[src/rtl/uart_rx_core.sv]
// UART receiver: 2-flop input synchroniser plus an oversampled FSM that samples
// each bit at mid-bit and reports the word, parity status and framing errors.
module uart_rx_core #(
  parameter int unsigned DATAWIDTH    = 8,
  parameter int unsigned OVERSAMPLING = 4
) (
  input  logic                 clk,
  input  logic                 rst,
  input  logic                 bclk,
  input  logic                 rx_in,
  input  logic                 parEnable,
  input  logic                 parityType,
  output logic [DATAWIDTH-1:0] dataOutput,
  output logic                 dataValid,
  output logic                 parity_err,
  output logic                 frame_err
);

  localparam int unsigned CW = (OVERSAMPLING > 1) ? $clog2(OVERSAMPLING) : 1;
  localparam int unsigned BW = $clog2(DATAWIDTH + 1);

  typedef enum logic [2:0] {
    IDLE,
    START,
    DATA,
    PARITY,
    STOP
  } state_t;

  state_t                 state_q;
  logic [CW-1:0]          cnt_q;
  logic [BW-1:0]          bitidx_q;
  logic [DATAWIDTH-1:0]   shreg_q;
  logic [1:0]             sync_q;
  logic                   armed_q;
  logic                   par_en_q;
  logic                   par_type_q;
  logic                   perr_q;
  logic [DATAWIDTH-1:0]   data_q;
  logic                   valid_q;
  logic                   perr_out_q;
  logic                   ferr_q;

  logic rxs;
  logic mid_hit;
  logic end_hit;

  assign rxs     = sync_q[1];
  assign mid_hit = (cnt_q == CW'(OVERSAMPLING / 2 - 1));
  assign end_hit = (cnt_q == CW'(OVERSAMPLING - 1));

  always_ff @(posedge clk) begin
    if (rst) begin
      state_q    <= IDLE;
      cnt_q      <= '0;
      bitidx_q   <= '0;
      shreg_q    <= '0;
      sync_q     <= '1;
      armed_q    <= 1'b0;
      par_en_q   <= 1'b0;
      par_type_q <= 1'b0;
      perr_q     <= 1'b0;
      data_q     <= '0;
      valid_q    <= 1'b0;
      perr_out_q <= 1'b0;
      ferr_q     <= 1'b0;
    end else begin
      sync_q  <= {sync_q[0], rx_in};
      valid_q <= 1'b0;
      ferr_q  <= 1'b0;
      if (bclk) begin
        cnt_q <= cnt_q + 1'b1;
        unique case (state_q)
          IDLE: begin
            // Requiring a high tick before a start edge keeps a stuck-low line
            // from retriggering after a framing error.
            if (rxs) begin
              armed_q <= 1'b1;
            end else if (armed_q) begin
              par_en_q   <= parEnable;
              par_type_q <= parityType;
              perr_q     <= 1'b0;
              cnt_q      <= '0;
              state_q    <= START;
            end
          end
          START: begin
            if (mid_hit) begin
              cnt_q <= '0;
              if (rxs) begin
                state_q <= IDLE;
              end else begin
                bitidx_q <= '0;
                state_q  <= DATA;
              end
            end
          end
          DATA: begin
            if (end_hit) begin
              cnt_q    <= '0;
              shreg_q  <= {rxs, shreg_q[DATAWIDTH-1:1]};
              bitidx_q <= bitidx_q + 1'b1;
              if (bitidx_q == BW'(DATAWIDTH - 1)) begin
                state_q <= par_en_q ? PARITY : STOP;
              end
            end
          end
          PARITY: begin
            if (end_hit) begin
              cnt_q   <= '0;
              perr_q  <= ((^shreg_q) ^ rxs) != par_type_q;
              state_q <= STOP;
            end
          end
          STOP: begin
            if (end_hit) begin
              cnt_q   <= '0;
              state_q <= IDLE;
              if (rxs) begin
                data_q     <= shreg_q;
                valid_q    <= 1'b1;
                perr_out_q <= perr_q;
                armed_q    <= 1'b1;
              end else begin
                ferr_q  <= 1'b1;
                armed_q <= 1'b0;
              end
            end
          end
          default: state_q <= IDLE;
        endcase
      end
    end
  end

  assign dataOutput = data_q;
  assign dataValid  = valid_q;
  assign parity_err = perr_out_q;
  assign frame_err  = ferr_q;

endmodule

[config.mk]
export PLATFORM = sky130hd
export DESIGN_NAME = uart_rx_core
export DESIGN_NICKNAME = d
export VERILOG_FILES = /design/src/rtl/uart_rx_core.sv
export SDC_FILE = /design/constraint.sdc
export NUM_CORES = 1
export LEC_CHECK = 0
export CORE_MARGIN = 2
export CORE_UTILIZATION = 40
export DETAILED_ROUTE_END_ITERATION = 10
export REMOVE_ABC_BUFFERS = 1
export SLEW_MARGIN = 20
export SYNTH_ARGS = -nofsm -noshare
export SYNTH_HDL_FRONTEND = slang
export SYNTH_SLANG_ARGS = --single-unit
[constraint.sdc]
create_clock -name clk -period 1.9 [get_ports clk]
set_input_delay 0.38 -clock clk [delete_from_list [all_inputs] [get_ports clk]]
set_output_delay 0.38 -clock clk [all_outputs]
set_load 0.02 [all_outputs]
==> impl_metrics.ini <==
[sta]
hold_viol = 0
fin_setup_tns_ps = 0
finClkSkew_ps = 5.74
max_slew_margin_pct = 72.2
whs_ps = 426
max_freq_mhz = 596
tightest_slew_ps = 413
finalSetupViolCount = 0
rsz0062_at_grt = false
fin_crit_ps = 1680
min_period_over_period_pct = 88.4
drv_slew = 0

[layout]
area_growth_pct = 24.2
n_antenna_cell = 0
drive_gt1_share_pct = 11.9
ff_latch_area_um2 = 681
nets = 212
fin_cells = 250
final_cell_area_um2 = 1980
multi_input_area_um2 = 851
nFillCells = 374

[die]
fp-row-count = 22
die_x_um = 67.1
ios = 17
start_util_pct = 42.5
die_height_um = 67.1
dieArea_um2 = 4500
design.core.area_um2 = 3740

[power]
power.density_nw_per_um2 = 747
finalPower_mw = 1.48
power.leakage_nw = 0.729
peakVddDrop_mv = 0.518

[critical_path]
startpoint_type = flop
cp.arrival_ps = 1860
critPathKind = flop to flop
endpoint_kind = flop
worstPathRequired_ps = 2080
crit_fanout = 8
setup.worst_path.start = cnt_q[1]
worst-path-stages = 6
crit_family = simple AND/OR/NAND/NOR gates
r2r_cells = 6
worstReg2RegStart = cnt_q[1]
crit_slowest_cell = dfxtp_1
cp_num_buf_inv = 1
cp_cell_sequence = ha_1 > and2_1 > and4b_1 > buf_4 > mux2i_1 > nor2_1
cp_slowest_stage_delay_ps = 390

[cts]
cts_root_buf = clkbuf_8
clk_pin_slew_ps = 70
post_cts_buffers = 0
post_cts_resize_count = 0
cts_buffer_depth = 2
cts_tree = done
clk_latency_ps = 280
cts_max_level = 2
holdBufCountCts = 0
cts_sinks = 34
numCtsBuffers = 5

[route]
wl_per_cell_um = 13.5
vias = 1303
wl_um = 3370
via_per_inst = 5.21
drc_errors = 0
dr.pass1.iters = 4
detail_route.iter0.violations = 81
postRouteAntennaNets = 0

[synth]
ys_ff_latch = 34
syn_area_per_cell_um2 = 9.00
netlist-cell-type-count = 37
syn_inst = 177
syn-cell-area_um2 = 1590
ys_seq_area_share_pct = 42.7
yosys_warnings = 0

[worst_hold_path]
hold_path.startpoint = sync_q[0]
hold_depth = 1
min_path_type = flop to flop

[grt]
grt.total_usage_pct = 17.3
grt_pass1_wl_um = 5840
gr-total-overflow = 0
antenna_found_initial = 0
grt_pass1_vias = 1303
grt_max_degree = 32

[run_status]
status = finished, final reports clean

[place]
gp_congestion = 0.810
dp_cells = 243
placed_area_um2 = 1870
io_buffers = 16
dp_hpwl_um = 2400

[job]
drv_cap = 0
worst register-to-register path, cell delays in order, from the launching register on:
cell	delay, ps
dfxtp_1	390
ha_1	330
and2_1	190
and4b_1	240
buf_4	180
mux2i_1	190
nor2_1	60
registers in the layout, indices dropped and copies added (netlist names), 2 cells and up:
register	flops
shreg_q	8
state_q	3
sync_q	2
cnt_q	2
dataOutput	8
bitidx_q	4
cell usage in the layout, fill, tap and decap left out, types with 3 or more instances in the layout:
cell	n
nand2_1	14
ha_1	4
xnor2_1	6
mux2i_1	14
clkdlybuf4s50_1	16
clkbuf_8	6
nand2b_1	6
nor2b_1	3
nor2_1	25
inv_1	3
o21ai_0	12
dfxtp_1	34
nand3_1	3
xor2_1	3
buf_4	11
a21oi_1	16
logic make-up after synthesis:
group                      after synthesis  share of synthesized area (%)
muxes                                   14                           8.80
DFF                                     34                           42.7
xor gates and xnor gates                11                           8.09
AOI/OAI and AO/OA                       36                           12.6
buffers and inverters                   13                           3.85
and+or+nand+nor                         65                           20.8
adders and majority gates                4                           3.14
stage by stage:
stage,utilization [%],worst slack [ps]
3_5_place_dp,49.8,-18.9
6_report,52.8,221
3_3_place_gp,49.8,-7.66
2_1_floorplan,-,264
5_1_grt,52.8,97.4
4_1_cts,52.8,220
cells in the mapped netlist, drive strengths merged:
cell type  number  area share [%]
a21oi          16             5.0
xnor2           7             5.0
a31o            1            0.55
o31ai           1            0.47
nor2           25             5.9
nor3b           2             1.3
nor2b           3             1.2
nand2          14             3.3
nand4bb         1            0.71
a22oi           1            0.47
xnor3           1             1.4
xor2            3             1.6
or3             1            0.39
o211ai          2            0.94
dfxtp          34              43
nand3b          1            0.47
and4b           1            0.63
nand2b          6             2.4
a211oi          2            0.94
buf             6             2.2
and3b           1            0.55
clkbuf          4            0.94
and2            1            0.39
inv             3            0.71
o21ai          12             3.8
nand4b          1            0.55
a31oi           1            0.39
ha              4             3.1
or2             2            0.79
nand4           1            0.39
or3b            1            0.55
mux2i          14             8.8
and2b           1            0.47
nand3           3            0.94
power by group:
group          internal [mW]  leakage, nW  switching (mW)
combinational         0.0387        0.397          0.0379
clock                  0.419       0.0573           0.254
sequential             0.720        0.275         0.00667
total                   1.18        0.729           0.299
path summary, 6_finish.rpt:
| kind | to | slack, ps |
|---|---|---|
| max reg2reg | parity_err | 220 |
| min reg2reg | sync_q[1] | 430 |
| min | sync_q[1] | 430 |
| max | parity_err | 220 |
layout make-up:
class	count	share of cell area (%)
well taps	48	3.04
clock inverters	1	1.52
clock buffers	6	4.17
inverters	3	0.569
flip-flops and latches	34	34.4
multi-input cells	130	43.0
repair buffers	28	13.3
per-layer routing:
layer  vias up  part of all wire (%)  wire, µm  GRT usage [%]
met2        39                    47      1600           27.5
met1       607                    46      1570           21.7
li1        652                     -         -              -
met4         0                  0.86        29           6.12
met3         5                   5.2       174           5.74
met5         -                     0         0              0
Note: power is estimated with default switching activity, not from simulation.
